## src/rtl/ascon_output_serializer_pkg.sv

```systemverilog
`default_nettype none
// ============================================================================
// Module   : ascon_pack (package)
// Purpose  : Shared constants, FSM state encodings and helpers for the
//            Ascon-AEAD128 datapath output stage.
// Contents : BLOCK_WIDTH / BLOCK_BYTES / CNT_W, serializer state codes,
//            byte_cnt_clamp().
// Revision : 1.0 - initial release
// ============================================================================
package ascon_pack;

    localparam int unsigned BLOCK_WIDTH = 128;
    localparam int unsigned BLOCK_BYTES = BLOCK_WIDTH / 8;
    localparam int unsigned CNT_W       = $clog2(BLOCK_BYTES + 1);

    // Output serializer state encoding
    localparam int unsigned        STATE_W = 1;
    localparam logic [STATE_W-1:0] ST_IDLE = 1'b0;
    localparam logic [STATE_W-1:0] ST_SEND = 1'b1;

    // Effective byte count of a block: non-final blocks are always full,
    // final blocks are clamped to the block size. The result always fits in
    // CNT_W bits of the instantiating module; max_bytes lets a module with
    // a non-default block width reuse the helper.
    function automatic int unsigned byte_cnt_clamp(
        input int unsigned count,
        input logic        is_last,
        input int unsigned max_bytes = BLOCK_BYTES
    );
        if (!is_last) begin
            return max_bytes;
        end
        return (count > max_bytes) ? max_bytes : count;
    endfunction

endpackage : ascon_pack
`default_nettype wire

```

## src/rtl/ascon_byte_mask.sv

```systemverilog
`default_nettype none
// ============================================================================
// Module   : ascon_byte_mask
// Purpose  : Combinational byte-strobe / zeroing-mask generator for one
//            output word of a (possibly truncated) block.
// Ports    : word_idx_i  - index of the word within the block
//            byte_cnt_i  - number of valid bytes in the block
//            strb_o      - per-byte valid flags of the word
//            mask_o      - bit mask (0xFF for valid bytes, 0x00 otherwise)
// Revision : 1.0 - initial release
// ============================================================================
module ascon_byte_mask #(
    parameter  int unsigned BLOCK_WIDTH = 128,
    parameter  int unsigned OUT_WIDTH   = 32,
    localparam int unsigned WORDS       = BLOCK_WIDTH / OUT_WIDTH,
    localparam int unsigned OUT_BYTES   = OUT_WIDTH / 8,
    localparam int unsigned BLOCK_BYTES = BLOCK_WIDTH / 8,
    localparam int unsigned CNT_W       = $clog2(BLOCK_BYTES + 1),
    localparam int unsigned IDX_W       = (WORDS > 1) ? $clog2(WORDS) : 1
) (
    input  logic [IDX_W-1:0]     word_idx_i,
    input  logic [CNT_W-1:0]     byte_cnt_i,
    output logic [OUT_BYTES-1:0] strb_o,
    output logic [OUT_WIDTH-1:0] mask_o
);

    for (genvar j = 0; j < OUT_BYTES; j++) begin : g_byte
        // Absolute byte position within the block compared to the count
        assign strb_o[j]        = (32'(word_idx_i) * OUT_BYTES + 32'(j)) < 32'(byte_cnt_i);
        assign mask_o[8*j +: 8] = {8{strb_o[j]}};
    end

endmodule : ascon_byte_mask
`default_nettype wire

```

## src/rtl/ascon_output_serializer.sv

```systemverilog
`default_nettype none
// ============================================================================
// Module   : ascon_output_serializer
// Purpose  : Registered, back-pressurable output stage. Accepts one block
//            per handshake and streams it as OUT_WIDTH-bit words with byte
//            strobes; final blocks are truncated to their valid byte count.
// Ports    : clk_i, rst_i (async, active-high), flush_i (sync abort)
//            in_valid_i / in_ready_o / in_data_i / in_last_i / in_bytes_i
//            out_valid_o / out_ready_i / out_data_o / out_strb_o / out_last_o
// Revision : 1.0 - initial release
// ============================================================================
module ascon_output_serializer #(
    parameter  int unsigned BLOCK_WIDTH = ascon_pack::BLOCK_WIDTH,
    parameter  int unsigned OUT_WIDTH   = 32,
    localparam int unsigned WORDS       = BLOCK_WIDTH / OUT_WIDTH,
    localparam int unsigned OUT_BYTES   = OUT_WIDTH / 8,
    localparam int unsigned BLOCK_BYTES = BLOCK_WIDTH / 8,
    localparam int unsigned CNT_W       = $clog2(BLOCK_BYTES + 1)
) (
    input  logic                   clk_i,
    input  logic                   rst_i,
    input  logic                   flush_i,
    input  logic                   in_valid_i,
    output logic                   in_ready_o,
    input  logic [BLOCK_WIDTH-1:0] in_data_i,
    input  logic                   in_last_i,
    input  logic [CNT_W-1:0]       in_bytes_i,
    output logic                   out_valid_o,
    input  logic                   out_ready_i,
    output logic [OUT_WIDTH-1:0]   out_data_o,
    output logic [OUT_BYTES-1:0]   out_strb_o,
    output logic                   out_last_o
);
    import ascon_pack::*;

    localparam int unsigned IDX_W = (WORDS > 1) ? $clog2(WORDS) : 1;

    if ((OUT_WIDTH % 8 != 0) || (BLOCK_WIDTH % OUT_WIDTH != 0)) begin : g_param_check
        $error("ascon_output_serializer: OUT_WIDTH must be a multiple of 8 dividing BLOCK_WIDTH");
    end

    // Index of the final word for a block holding nbytes valid bytes.
    // A zero-byte block still emits one (empty) word.
    function automatic logic [IDX_W-1:0] last_word_idx(input logic [CNT_W-1:0] nbytes);
        if (nbytes == '0) begin
            return '0;
        end
        return IDX_W'((32'(nbytes) - 32'd1) / OUT_BYTES);
    endfunction

    // ------------------------------------------------------------------
    // State and held block
    // ------------------------------------------------------------------
    logic [STATE_W-1:0]   state_q, state_d;
    logic                 last_q;
    logic [CNT_W-1:0]     bytes_q;
    logic [IDX_W-1:0]     idx_q;
    logic [IDX_W-1:0]     last_idx_q;
    logic [BLOCK_WIDTH-1:0] blk_q;
    logic [OUT_WIDTH-1:0] out_data_q;
    logic [OUT_BYTES-1:0] out_strb_q;
    logic                 out_last_q;

    // ------------------------------------------------------------------
    // Handshake / control
    // ------------------------------------------------------------------
    logic w_final;
    logic w_out_hs;
    logic w_cap;

    // Next word source: a freshly captured block starts at word 0,
    // otherwise the held block advances by one word.
    logic [BLOCK_WIDTH-1:0] w_load_blk;
    logic [CNT_W-1:0]       w_load_bytes;
    logic [CNT_W-1:0]       w_in_bytes;
    logic [IDX_W-1:0]       w_load_idx;
    logic [IDX_W-1:0]       w_load_last_idx;
    logic                   w_load_last_flag;
    logic [OUT_BYTES-1:0]   w_strb;
    logic [OUT_WIDTH-1:0]   w_mask;
    logic [OUT_WIDTH-1:0]   w_word;

    // FSM: state register
    always_ff @(posedge clk_i or posedge rst_i) begin
        if (rst_i) begin
            state_q <= ST_IDLE;
        end else begin
            state_q <= state_d;
        end
    end

    // FSM: next-state logic
    always_comb begin
        state_d = state_q;
        if (flush_i) begin
            state_d = ST_IDLE;
        end else begin
            case (state_q)
                ST_IDLE: begin
                    if (w_cap) begin
                        state_d = ST_SEND;
                    end
                end
                ST_SEND: begin
                    if (w_out_hs && w_final) begin
                        state_d = w_cap ? ST_SEND : ST_IDLE;
                    end
                end
                default: state_d = ST_IDLE;
            endcase
        end
    end

    // FSM: outputs / handshake decode. in_ready_o depends on out_ready_i
    // combinationally so a new block can load on the final-word handshake.
    always_comb begin
        w_final    = (idx_q == last_idx_q);
        w_out_hs   = (state_q == ST_SEND) && out_ready_i;
        in_ready_o = !flush_i && ((state_q == ST_IDLE) || (w_final && out_ready_i));
    end

    assign w_cap = in_valid_i && in_ready_o;

    // ------------------------------------------------------------------
    // Next-word selection
    // ------------------------------------------------------------------
    always_comb begin
        w_in_bytes = CNT_W'(byte_cnt_clamp(32'(in_bytes_i), in_last_i, BLOCK_BYTES));
        if (w_cap) begin
            w_load_blk       = in_data_i;
            w_load_bytes     = w_in_bytes;
            w_load_idx       = '0;
            w_load_last_flag = in_last_i;
            w_load_last_idx  = last_word_idx(w_in_bytes);
        end else begin
            w_load_blk       = blk_q;
            w_load_bytes     = bytes_q;
            w_load_idx       = idx_q + 1'b1;
            w_load_last_flag = last_q;
            w_load_last_idx  = last_idx_q;
        end
    end

    ascon_byte_mask #(
        .BLOCK_WIDTH (BLOCK_WIDTH),
        .OUT_WIDTH   (OUT_WIDTH)
    ) u_byte_mask (
        .word_idx_i (w_load_idx),
        .byte_cnt_i (w_load_bytes),
        .strb_o     (w_strb),
        .mask_o     (w_mask)
    );

    assign w_word = OUT_WIDTH'(w_load_blk >> (32'(w_load_idx) * OUT_WIDTH)) & w_mask;

    // ------------------------------------------------------------------
    // Block register, word counter and output registers
    // ------------------------------------------------------------------
    always_ff @(posedge clk_i or posedge rst_i) begin
        if (rst_i) begin
            blk_q      <= '0;
            last_q     <= 1'b0;
            bytes_q    <= '0;
            idx_q      <= '0;
            last_idx_q <= '0;
            out_data_q <= '0;
            out_strb_q <= '0;
            out_last_q <= 1'b0;
        end else if (flush_i) begin
            idx_q      <= '0;
            out_data_q <= '0;
            out_strb_q <= '0;
            out_last_q <= 1'b0;
        end else if (w_cap || (w_out_hs && !w_final)) begin
            if (w_cap) begin
                blk_q      <= in_data_i;
                last_q     <= in_last_i;
                bytes_q    <= w_in_bytes;
                last_idx_q <= w_load_last_idx;
            end
            idx_q      <= w_load_idx;
            out_data_q <= w_word;
            out_strb_q <= w_strb;
            out_last_q <= w_load_last_flag && (w_load_idx == w_load_last_idx);
        end else if (w_out_hs) begin
            // Final word consumed with nothing new: counter wraps
            idx_q <= '0;
        end
    end

    assign out_valid_o = (state_q == ST_SEND);
    assign out_data_o  = out_data_q;
    assign out_strb_o  = out_strb_q;
    assign out_last_o  = out_last_q;

endmodule : ascon_output_serializer
`default_nettype wire

```

## config.mk

```make
export PLATFORM = sky130hd
export DESIGN_NAME = ascon_output_serializer
export DESIGN_NICKNAME = d
export VERILOG_FILES = /design/src/rtl/ascon_output_serializer_pkg.sv /design/src/rtl/ascon_byte_mask.sv /design/src/rtl/ascon_output_serializer.sv
export SDC_FILE = /design/constraint.sdc
export NUM_CORES = 1
export LEC_CHECK = 0
export ABC_AREA = 1
export CORE_ASPECT_RATIO = 0.75
export CORE_MARGIN = 1
export CORE_UTILIZATION = 40
export DETAILED_ROUTE_END_ITERATION = 8
export PLACE_DENSITY = 0.72
export SYNTH_ARGS = -nofsm -noshare
export SYNTH_HDL_FRONTEND = slang
export SYNTH_SLANG_ARGS = --single-unit
```

## constraint.sdc

```tcl
create_clock -name clk_i -period 7.42 [get_ports clk_i]
set_input_delay 1.855 -clock clk_i [delete_from_list [all_inputs] [get_ports clk_i]]
set_output_delay 1.855 -clock clk_i [all_outputs]
set_load 0.005 [all_outputs]
```

==> results by group, run 1 <==
Logic synthesis
  – Asr flop ratio synth: 100%
  – Syn Nets: around 1200
  – Synthesized area: 8440 um^2
  – Ys flop type: dfrtp_1
  – YS warnings: 0
  – EDFF count, synth: 0
  – Syn Area/Cell: 7.65 um^2
  – Synth unique cells: 26
  – Yosys reg bits: about 180
  – Synth Instances: around 1100
  – Post-synthesis sequential area ratio: between 50% and 60%

Clocking
  – Post-CTS setup buffer count: 0
  – Clk_lat worst skew: 0.42 ns
  – Worst-path clk slew: approximately 0.060 ns
  – CTS tree: built
  – Hold_buf cts: 0
  – Cts bufs inserted: 17
  – CTS Buffer Depth: 2
  – Post-cts gate resize count: 0
  – H-tree depth: 4
  – Sink Count: ~180
  – Clk root buf: clkbuf_16

Worst setup path
  – Worst endpoint required time: a little under 8 ns
  – Kind of start point of the critical path: input port
  – Worst setup path start: out_ready_i
  – R2R depth: 16
  – CP max FO: slightly below 60
  – WS Path Type: in -> reg
  – Worst R2R Start: idx_q[0]
  – R2R Setup Slk: 2.71 ns
  – Crit. End Element: flop
  – Critical path data arrival time: roughly 5.8 ns
  – Worst reg2reg path endpoint: out_data_o[15]

STA
  – Fin Setup TNS: 0 ns
  – Final hold violation count: 0
  – Slew Viols, Final: 0
  – Maximum clock rate: 184 MHz
  – Slew headroom: about 40%
  – Period utilisation layout: between 70% and 80%
  – Min Tclk post-route: between 5 and 6 ns
  – Hold Slack: between 0.4 and 0.5 ns
  – Final setup violation count: 0
  – Setup Skew: 0.00975 ns
  – RSZ-0062 raised after global routing: false
  – Tightest Pin Transition: between 0.9 and 1 ns

Cells and area
  – Multi-input gate area: around 3300 um^2
  – # fillers: 1949
  – Layout cells sized above 1: approximately 4.3%
  – Post-route cell area: around 11000 um^2
  – Final Core Density: 53.5%
  – Layout net count: 1391
  – Antenna cells: 0
  – Area growth from synthesis to layout: 29.5%
  – FF+latch area: ~4400 um^2
  – Non-filler cells in the finished layout: 1543

Floorplan
  – Initial Util: between 40% and 50%
  – Chip Height: ~130 um
  – Die ar.: approximately 22000 um^2
  – Rows: 45
  – Die Span X: around 170 um
  – Io pins: about 180
  – Core area: just over 20000 um^2

Drt
  – Antenna Nets Post-Route: 0
  – Vias per cell: 4.88
  – Wirelength per Cell: around 15 um
  – Final wirelength: ~24000 um
  – DRC: 0
  – Vias: roughly 7500
  – Initial DRC count: 640
  – Drt pass-1 iters: 5

Global routing
  – GR Overflow Total: 0
  – Antenna violations before repair: 0
  – All-Layer GR Usage: a little under a quarter
  – Vias in the first global route: approximately 7100
  – First-pass GRT wire length: ~38000 um
  – Largest net degree at the start of global routing: between 70 and 80

Hold path
  – Hold_sp: blk_q[70]
  – Hold Path End: blk_q[70]
  – Cell count of the worst hold path: 2
  – Hold Path Class: reg -> reg

Pwr
  – Worst vdd ir: ~0.14 mV
  – Leak Pwr: 5.71 nW
  – Pwr Density: ~260 nW/um^2

Placed design
  – Hpwl dp: between 15000 and 20000 um
  – Input/output buffers: 177
  – Placer Congestion: 0.862
  – Dpl cell area: approximately 10000 um^2
  – Placed Cells: around 1500

Outcome
  – Status: complete, no violations

Job
  – Max Cap Viol: 0
==> placed cells by master, fill, tap and decap left out, types with 5 or more instances in the layout <==
| master | count |
|---|---|
| nand2_1 | 497 |
| clkdlybuf4s50_1 | 177 |
| dfrtp_1 | 176 |
| inv_1 | 115 |
| nand3_1 | 74 |
| o21ai_0 | 62 |
| nand4_1 | 28 |
| o211ai_1 | 24 |
| a21oi_1 | 19 |
| clkbuf_16 | 17 |
| and2_1 | 16 |
| buf_4 | 10 |
| nor2_1 | 7 |
| nand2_2 | 6 |
| clkinv_2 | 5 |
==> layout make-up <==
| type | count | area share (%) |
|---|---|---|
| Tap cell | 282 | 3.23 |
| Sequential cell | 176 | 40.3 |
| Multi-Input combinational cell | 748 | 30.3 |
| Inverter | 119 | 4.13 |
| Clock inverter | 10 | 1.01 |
| Clock buffer | 21 | 4.21 |
| Timing Repair Buffer | 187 | 16.9 |
==> cell usage after synthesis, types with 7 or more instances <==
cell type | n | area share [%]
o211ai_1 | 24 | 2.1
dfrtp_1 | 176 | 52
and2_1 | 16 | 1.2
a21oi_1 | 19 | 1.1
clkbuf_1 | 15 | 0.67
nand4_1 | 28 | 2.1
buf_2 | 41 | 2.4
o21ai_0 | 62 | 3.7
nand3_1 | 74 | 4.4
nor2_1 | 7 | 0.31
inv_1 | 117 | 5.2
nand2_1 | 498 | 22
==> metrics by stage <==
step	setup WS (ns)	total power, mW
CTS	2.01	2.81
finish	1.98	2.80
detailed placement	1.62	1.92
global route	1.57	2.96
global placement	1.79	1.91
floorplan	0.791	1.64
==> worst max-delay path: stages <==
cell             delay [ns]
clkdlybuf4s50_1        0.53
nand3_2                0.12
nand2_4                0.29
nand3_4                0.54
inv_2                  0.91
o21ai_0                0.29
ha_1                   0.40
nand2_1                0.07
nand2_1                0.04
nor2_1                 0.16
nand2_1                0.15
nand2_2                0.22
nand3_1                0.13
nand2_1                0.07
==> sequential cells by signal, summed over array words and instances (netlist names) <==
name / count
blk_q: 128
out_data_o: 32
bytes_q: 5
out_strb_o: 4
idx_q: 2
last_idx_q: 2
last_q: 1
out_last_o: 1
out_valid_o: 1
==> cells by family (layout without fill, tap and decap cells) <==
family / after synthesis / in the layout / share of synthesized area [%]
simple gates: 632 / 632 / 31.1
buf+inv: 179 / 337 / 8.66
fa+ha+maj: 3 / 3 / 0.445
xor+xnor: 1 / 1 / 0.104
compound gates: 112 / 112 / 7.57
flops: 176 / 176 / 52.2
==> how the worst max path moves through the flow <==
| stage | endpoint | slack, ns |
|---|---|---|
| 5_1_grt | out_data_o[15] | 1.57 |
| 2_1_floorplan | blk_q[0] | 0.79 |
| 3_3_place_gp | out_data_o[6] | 1.79 |
| 3_5_place_dp | out_data_o[6] | 1.62 |
| 6_report | out_data_o[15] | 1.98 |
| 4_1_cts | out_data_o[15] | 2.01 |
==> per-layer routing <==
layer	share of wire [%]	vias to the layer above	global-route usage (%)
met2	42	293	32.5
li1	-	3728	-
met4	0.70	0	4.50
met3	7.6	16	5.25
met5	0	-	0
met1	50	3500	34.5
==> report_power, final <==
| group | total, mW | leakage [nW] | switching, mW | internal (mW) |
|---|---|---|---|---|
| sequential | 1.23 | 2.20 | 0.0873 | 1.14 |
| combinational | 0.688 | 3.23 | 0.397 | 0.292 |
| clock | 0.883 | 0.283 | 0.372 | 0.511 |
(Power assumes the default switching activity.)
==> run 2, diff against run 1 <==
--- a/config.mk
+++ b/config.mk
@@ -10,7 +10,7 @@
 export CORE_MARGIN = 1
 export CORE_UTILIZATION = 40
 export DETAILED_ROUTE_END_ITERATION = 8
-export PLACE_DENSITY = 0.72
+export PLACE_DENSITY = 0.75
 export SYNTH_ARGS = -nofsm -noshare
 export SYNTH_HDL_FRONTEND = slang
 export SYNTH_SLANG_ARGS = --single-unit
==> constraint.sdc (replaced) <==
create_clock -name clk_i -period 4.5 [get_ports clk_i]
set_input_delay 1.125 -clock clk_i [delete_from_list [all_inputs] [get_ports clk_i]]
set_output_delay 1.125 -clock clk_i [all_outputs]
set_load 0.005 [all_outputs]
==> run 2 against run 1 <==
Against the previous run: final cell count rose by 0.39%; sequential power rose by 63%; clock-buffer cell count fell by 3; first-iteration DRC count rose by 25%; critical path depth fell by 6; non-clock buffer count rose by 5; combinational power rose by 66%.
==> results by group, run 2 (synthesis gave the netlist of run 1 again) <==
Outcome
  – Status: complete, no violations

STA
  – Slew Viols, Final: 0
  – Setup Skew: between 0.01 and 0.015 ns
  – Final hold violation count: 0
  – RSZ-0062 raised after global routing: false
  – Fin Setup TNS: 0 ns
  – Period utilisation layout: a little over four fifths
  – Tightest Pin Transition: between 0.7 and 0.8 ns
  – Maximum clock rate: approximately 260 MHz
  – Slew headroom: 52.2%
  – Min Tclk post-route: 3.81 ns
  – Final setup violation count: 0

Floorplan
  – Chip Height: roughly 130 um
  – Initial Util: between 40 and 50%
  – Die ar.: between 20000 and 25000 um^2
  – Io pins: 178
  – Die Span X: 170 um
  – Rows: 45
  – Core area: a little over 20000 um^2

Global routing
  – First-pass GRT wire length: just under 40000 um
  – Largest net degree at the start of global routing: 138
  – GR Overflow Total: 0
  – Vias in the first global route: roughly 7500
  – Antenna violations before repair: 0
  – All-Layer GR Usage: between 20% and 30%

Worst setup path
  – R2R depth: 16
  – Crit. End Element: output port
  – Critical path data arrival time: about 2.7 ns
  – CP max FO: 28
  – R2R Setup Slk: 1.02 ns
  – Worst R2R Start: idx_q[0]
  – Worst endpoint required time: around 3.4 ns
  – WS Path Type: reg -> out
  – Worst reg2reg path endpoint: out_data_o[7]
  – Kind of start point of the critical path: flop

Pwr
  – Pwr Density: around 420 nW/um^2
  – Worst vdd ir: about 0.26 mV
  – Leak Pwr: 5.75 nW

Cells and area
  – Leading cell type in the layout, fill and taps excluded: nand2_1
  – Max reg flops: 128
  – Layout net count: around 1400
  – Area growth from synthesis to layout: 30.6%
  – Layout cells sized above 1: about 4.8%
  – Most frequent cells in the layout: nand2_1 (497), clkdlybuf4s50_1 (177), dfrtp_1 (176)
  – Antenna cells: 0
  – Biggest register: blk_q
  – Final Core Density: between 50% and 60%
  – Non-filler cells in the finished layout: about 1500

Clocking
  – Post-CTS setup buffer count: 0
  – CTS tree: built
  – H-tree depth: 4
  – Post-cts gate resize count: 0
  – Worst-path clk slew: ~0.070 ns
  – CTS Buffer Depth: 2
  – Hold_buf cts: 0
  – Clk_lat worst skew: roughly 0.43 ns
  – Cts bufs inserted: 17
  – Sink Count: between 150 and 200
  – Clk root buf: clkbuf_16

Drt
  – Routed met3 length: ~2000 um
  – Final wirelength: 23700 um
  – Vias: ~7600
  – Initial DRC count: around 800
  – Wirelength per Cell: around 15 um
  – Routed wl met2: 10500 um
  – DRC: 0
  – Antenna Nets Post-Route: 0
  – M1 WL: approximately 11000 um
  – Vias per cell: 4.90
  – Highest Signal Layer: met4
  – Drt pass-1 iters: 6

Job
  – Max Cap Viol: 0

Hold path
  – Hold Path End: blk_q[64]
  – Cell count of the worst hold path: 2
  – Hold Path Class: reg -> reg
  – Hold_sp: blk_q[64]

Placed design
  – Placed Cells: ~1500
  – Hpwl dp: around 16000 um
  – Input/output buffers: around 180
  – Placer Congestion: 0.856
-- run 2: cell count changes in the layout (fill, tap and decap cells not counted) --
cell	before	now
buf_12	0	3
buf_4	10	12
clkbuf_1	2	1
clkbuf_8	2	0
clkinv_2	5	4
clkinv_4	1	3
clkinvlp_4	1	2
inv_2	3	2
inv_6	2	4
inv_8	0	1
-- run 2: area by class of cell --
| type | count | area [um^2] |
|---|---|---|
| repair buffers | 192 | 1920 |
| multi-input cells | 748 | 3310 |
| clock buffers | 18 | 429 |
| fillers | 1926 | 9410 |
| well taps | 282 | 353 |
| flip-flops and latches | 176 | 4400 |
| clock inverters | 14 | 155 |
| inverters | 119 | 452 |
-- run 2: metal layers --
| metal | global-route usage, % | vias to the layer above |
|---|---|---|
| met4 | 5.41 | 0 |
| met2 | 34.5 | 271 |
| li1 | - | 3741 |
| met5 | 0 | - |
| met1 | 33.2 | 3554 |
| met3 | 6.05 | 21 |
-- run 2: stage by stage --
stage                     instance area [um^2]  hold slack [ns]  setup WS, ns  power (mW)
after global routing                     11000            0.488         0.551        4.93
after global placement                   10400            0.450         0.732        3.14
final                                    11000            0.469         0.687        4.65
after CTS                                11000            0.472         0.668        4.68
after floorplan                           8450            0.437          1.12        2.70
after detailed placement                 10400            0.456         0.637        3.18
-- run 2: worst max-delay path by stage --
| stage | from | end | slack (ns) | cells past startpoint |
|---|---|---|---|---|
| floorplan | rst_i | blk_q[0] | 1.12 | 1 |
| global placement | out_ready_i | in_ready_o | 0.73 | 6 |
| detailed placement | out_ready_i | out_data_o[15] | 0.64 | 14 |
| CTS | idx_q[0] | in_ready_o | 0.67 | 8 |
| global route | idx_q[0] | in_ready_o | 0.55 | 8 |
| finish | idx_q[0] | in_ready_o | 0.69 | 8 |
-- run 2: power by group --
| part | internal [mW] | switching, mW | total (mW) |
|---|---|---|---|
| Clock | 0.829 | 0.662 | 1.49 |
| Sequential | 1.88 | 0.140 | 2.01 |
| Combinational | 0.490 | 0.652 | 1.14 |
| Total | 3.19 | 1.45 | 4.65 |
-- run 2: critical path, stage by stage, from the launching register on --
cell and delay, ns:
dfrtp_1 0.42, inv_2 0.48, nand2_1 0.13, nand2_1 0.20, nand3_2 0.11, nand2_4 0.22, inv_1 0.10, nor2_1 0.09
clkdlybuf4s50_1 0.51
==> run 3, diff against run 2 <==
==> constraint.sdc (replaced) <==
create_clock -name clk_i -period 3.3 [get_ports clk_i]
set_input_delay 0.825 -clock clk_i [delete_from_list [all_inputs] [get_ports clk_i]]
set_output_delay 0.825 -clock clk_i [all_outputs]
set_load 0.005 [all_outputs]
==> run 3 against run 2 <==
Against the previous run: clock power increased by 37%; largest power group unchanged; die area unchanged; via count up 1.3%; routed wire length is 0.27% higher; clock-buffer cell count grew 6; cell area grew 0.83%; sequential share of layout area shrank 0.33 points; combinational power rose by 39%; first-iteration DRC count shrank 7.1%; global-route usage shrank 0.16 points; worst setup slack got worse by 0.49 ns; final cell count increased by 0.58%.
==> results by group, run 3 (synthesis gave the netlist of run 1 again) <==
STA
  – Maximum clock rate: about 320 MHz
  – Setup Skew: 0.0143 ns
  – Slew headroom: ~45%
  – Fin Setup TNS: 0 ns
  – Tightest Pin Transition: around 0.83 ns
  – Slew Viols, Final: 0
  – Final hold violation count: 0
  – Min Tclk post-route: between 3 and 4 ns
  – RSZ-0062 raised after global routing: false
  – Period utilisation layout: 94.0%
  – Final setup violation count: 0

Floorplan
  – Initial Util: 41.3%
  – Die Span X: approximately 170 um
  – Die ar.: 21700 um^2
  – Io pins: 178
  – Rows: 45
  – Core area: 20400 um^2
  – Chip Height: between 100 and 150 um

Global routing
  – First-pass GRT wire length: between 30000 and 40000 um
  – All-Layer GR Usage: a little under a quarter
  – Antenna violations before repair: 0
  – Vias in the first global route: about 7400
  – Largest net degree at the start of global routing: slightly below 90
  – GR Overflow Total: 0

Cells and area
  – # fillers: 1856
  – Leading cell type in the layout, fill and taps excluded: nand2_1
  – Layout cells sized above 1: ~5.3%
  – Area growth from synthesis to layout: 31.7%
  – Max reg flops: approximately 130
  – Biggest register: blk_q
  – Antenna cells: 0
  – Layout net count: about 1400
  – Most frequent cells in the layout: nand2_1 (497), clkdlybuf4s50_1 (177), dfrtp_1 (176)

Clocking
  – Post-CTS setup buffer count: 0
  – Clk_lat worst skew: 0.44 ns
  – Cts bufs inserted: 17
  – CTS tree: built
  – Clk root buf: clkbuf_16
  – CTS Buffer Depth: 2
  – Worst-path clk slew: 0.07 ns
  – Hold_buf cts: 0
  – H-tree depth: 4
  – Sink Count: approximately 180
  – Post-cts gate resize count: 0

Hold path
  – Hold_sp: blk_q[70]
  – Hold Path Class: reg -> reg
  – Cell count of the worst hold path: 2

Drt
  – Initial DRC count: around 750
  – Antenna Nets Post-Route: 0
  – Drt pass-1 iters: 7
  – Wirelength per Cell: between 15 and 20 um
  – DRC: 0
  – Vias per cell: between 4 and 5
  – Final wirelength: 23800 um
  – Vias: between 7000 and 8000

Pwr
  – Worst vdd ir: 0.350 mV
  – Pwr Density: approximately 570 nW/um^2
  – Power Total: around 6.4 mW
  – Leak Pwr: a little under 6 nW

Outcome
  – Status: complete, no violations

Worst setup path
  – Top cell by count, worst path: clkdlybuf4s50_1
  – Slowest CP cell: clkdlybuf4s50_1
  – Worst R2R Start: idx_q[0]
  – Critical-path cell list: clkdlybuf4s50_1 -> nand3_2 -> nand2_4 -> inv_1 -> nor2_1 -> clkdlybuf4s50_1
  – Worst setup path start: out_ready_i
  – Crit. End Element: output port
  – Kind of start point of the critical path: input port
  – WS Path Type: in -> out
  – Critical path data arrival time: around 2.3 ns
  – Worst stage delay on the critical path: roughly 0.53 ns
  – R2R depth: 17
  – Worst endpoint required time: roughly 2.5 ns
  – CP max FO: 9

Placed design
  – Hpwl dp: ~16000 um
  – Placer Congestion: ~0.9
  – Input/output buffers: around 180

Job
  – Max Cap Viol: 0
[run 3: report_power, final]
part | internal [mW] | leakage (nW) | total [mW] | switching (mW)
registers | 2.56 | 2.20 | 2.75 | 0.191
clock network | 1.20 | 0.290 | 2.04 | 0.840
logic | 0.685 | 3.31 | 1.58 | 0.898
[run 3: area by class of cell]
type | instances | area [um^2] | share of cell area, %
Timing Repair Buffer | 201 | 2000 | 18.0
Tap cell | 282 | 353 | 3.17
Multi-Input combinational cell | 748 | 3310 | 29.8
Sequential cell | 176 | 4400 | 39.6
Clock inverter | 8 | 104 | 0.934
Clock buffer | 24 | 492 | 4.42
Inverter | 119 | 452 | 4.06
[run 3: final timing paths]
path / end / slack [ns]
min in group asynchronous: blk_q[50] / 0.72
worst max register to register: out_data_o[13] / 0.68
worst min register to register: blk_q[70] / 0.47
max in group asynchronous: out_strb_o[3] / 1.91
worst max-delay path: in_ready_o / 0.20
worst min-delay path: blk_q[70] / 0.47
[run 3: critical path: cells and delay by family]
family                 cells  cell delay [ns]
and+or+nand+nor            3             0.34
buffers and inverters      3             1.12
[run 3: per-layer routing]
| metal | vias up | GRT usage (%) | part of all wire, % |
|---|---|---|---|
| met3 | 32 | 5.84 | 7.8 |
| met2 | 312 | 33.3 | 44 |
| met5 | - | 0 | 0 |
| met4 | 0 | 6.68 | 1.7 |
| li1 | 3763 | - | - |
| met1 | 3580 | 33.4 | 47 |
[run 3: stage by stage]
step	utilization, %	area, um^2	instances	setup slack, ns	hold slack [ns]
finish	54.4	11100	1558	0.197	0.470
global route	54.4	11100	1558	0.135	0.485
CTS	54.4	11100	1558	0.202	0.474
detailed placement	51.5	10500	1526	0.0437	0.457
global placement	51.5	10500	1526	0.157	0.452
floorplan	-	8450	1103	0.222	0.437
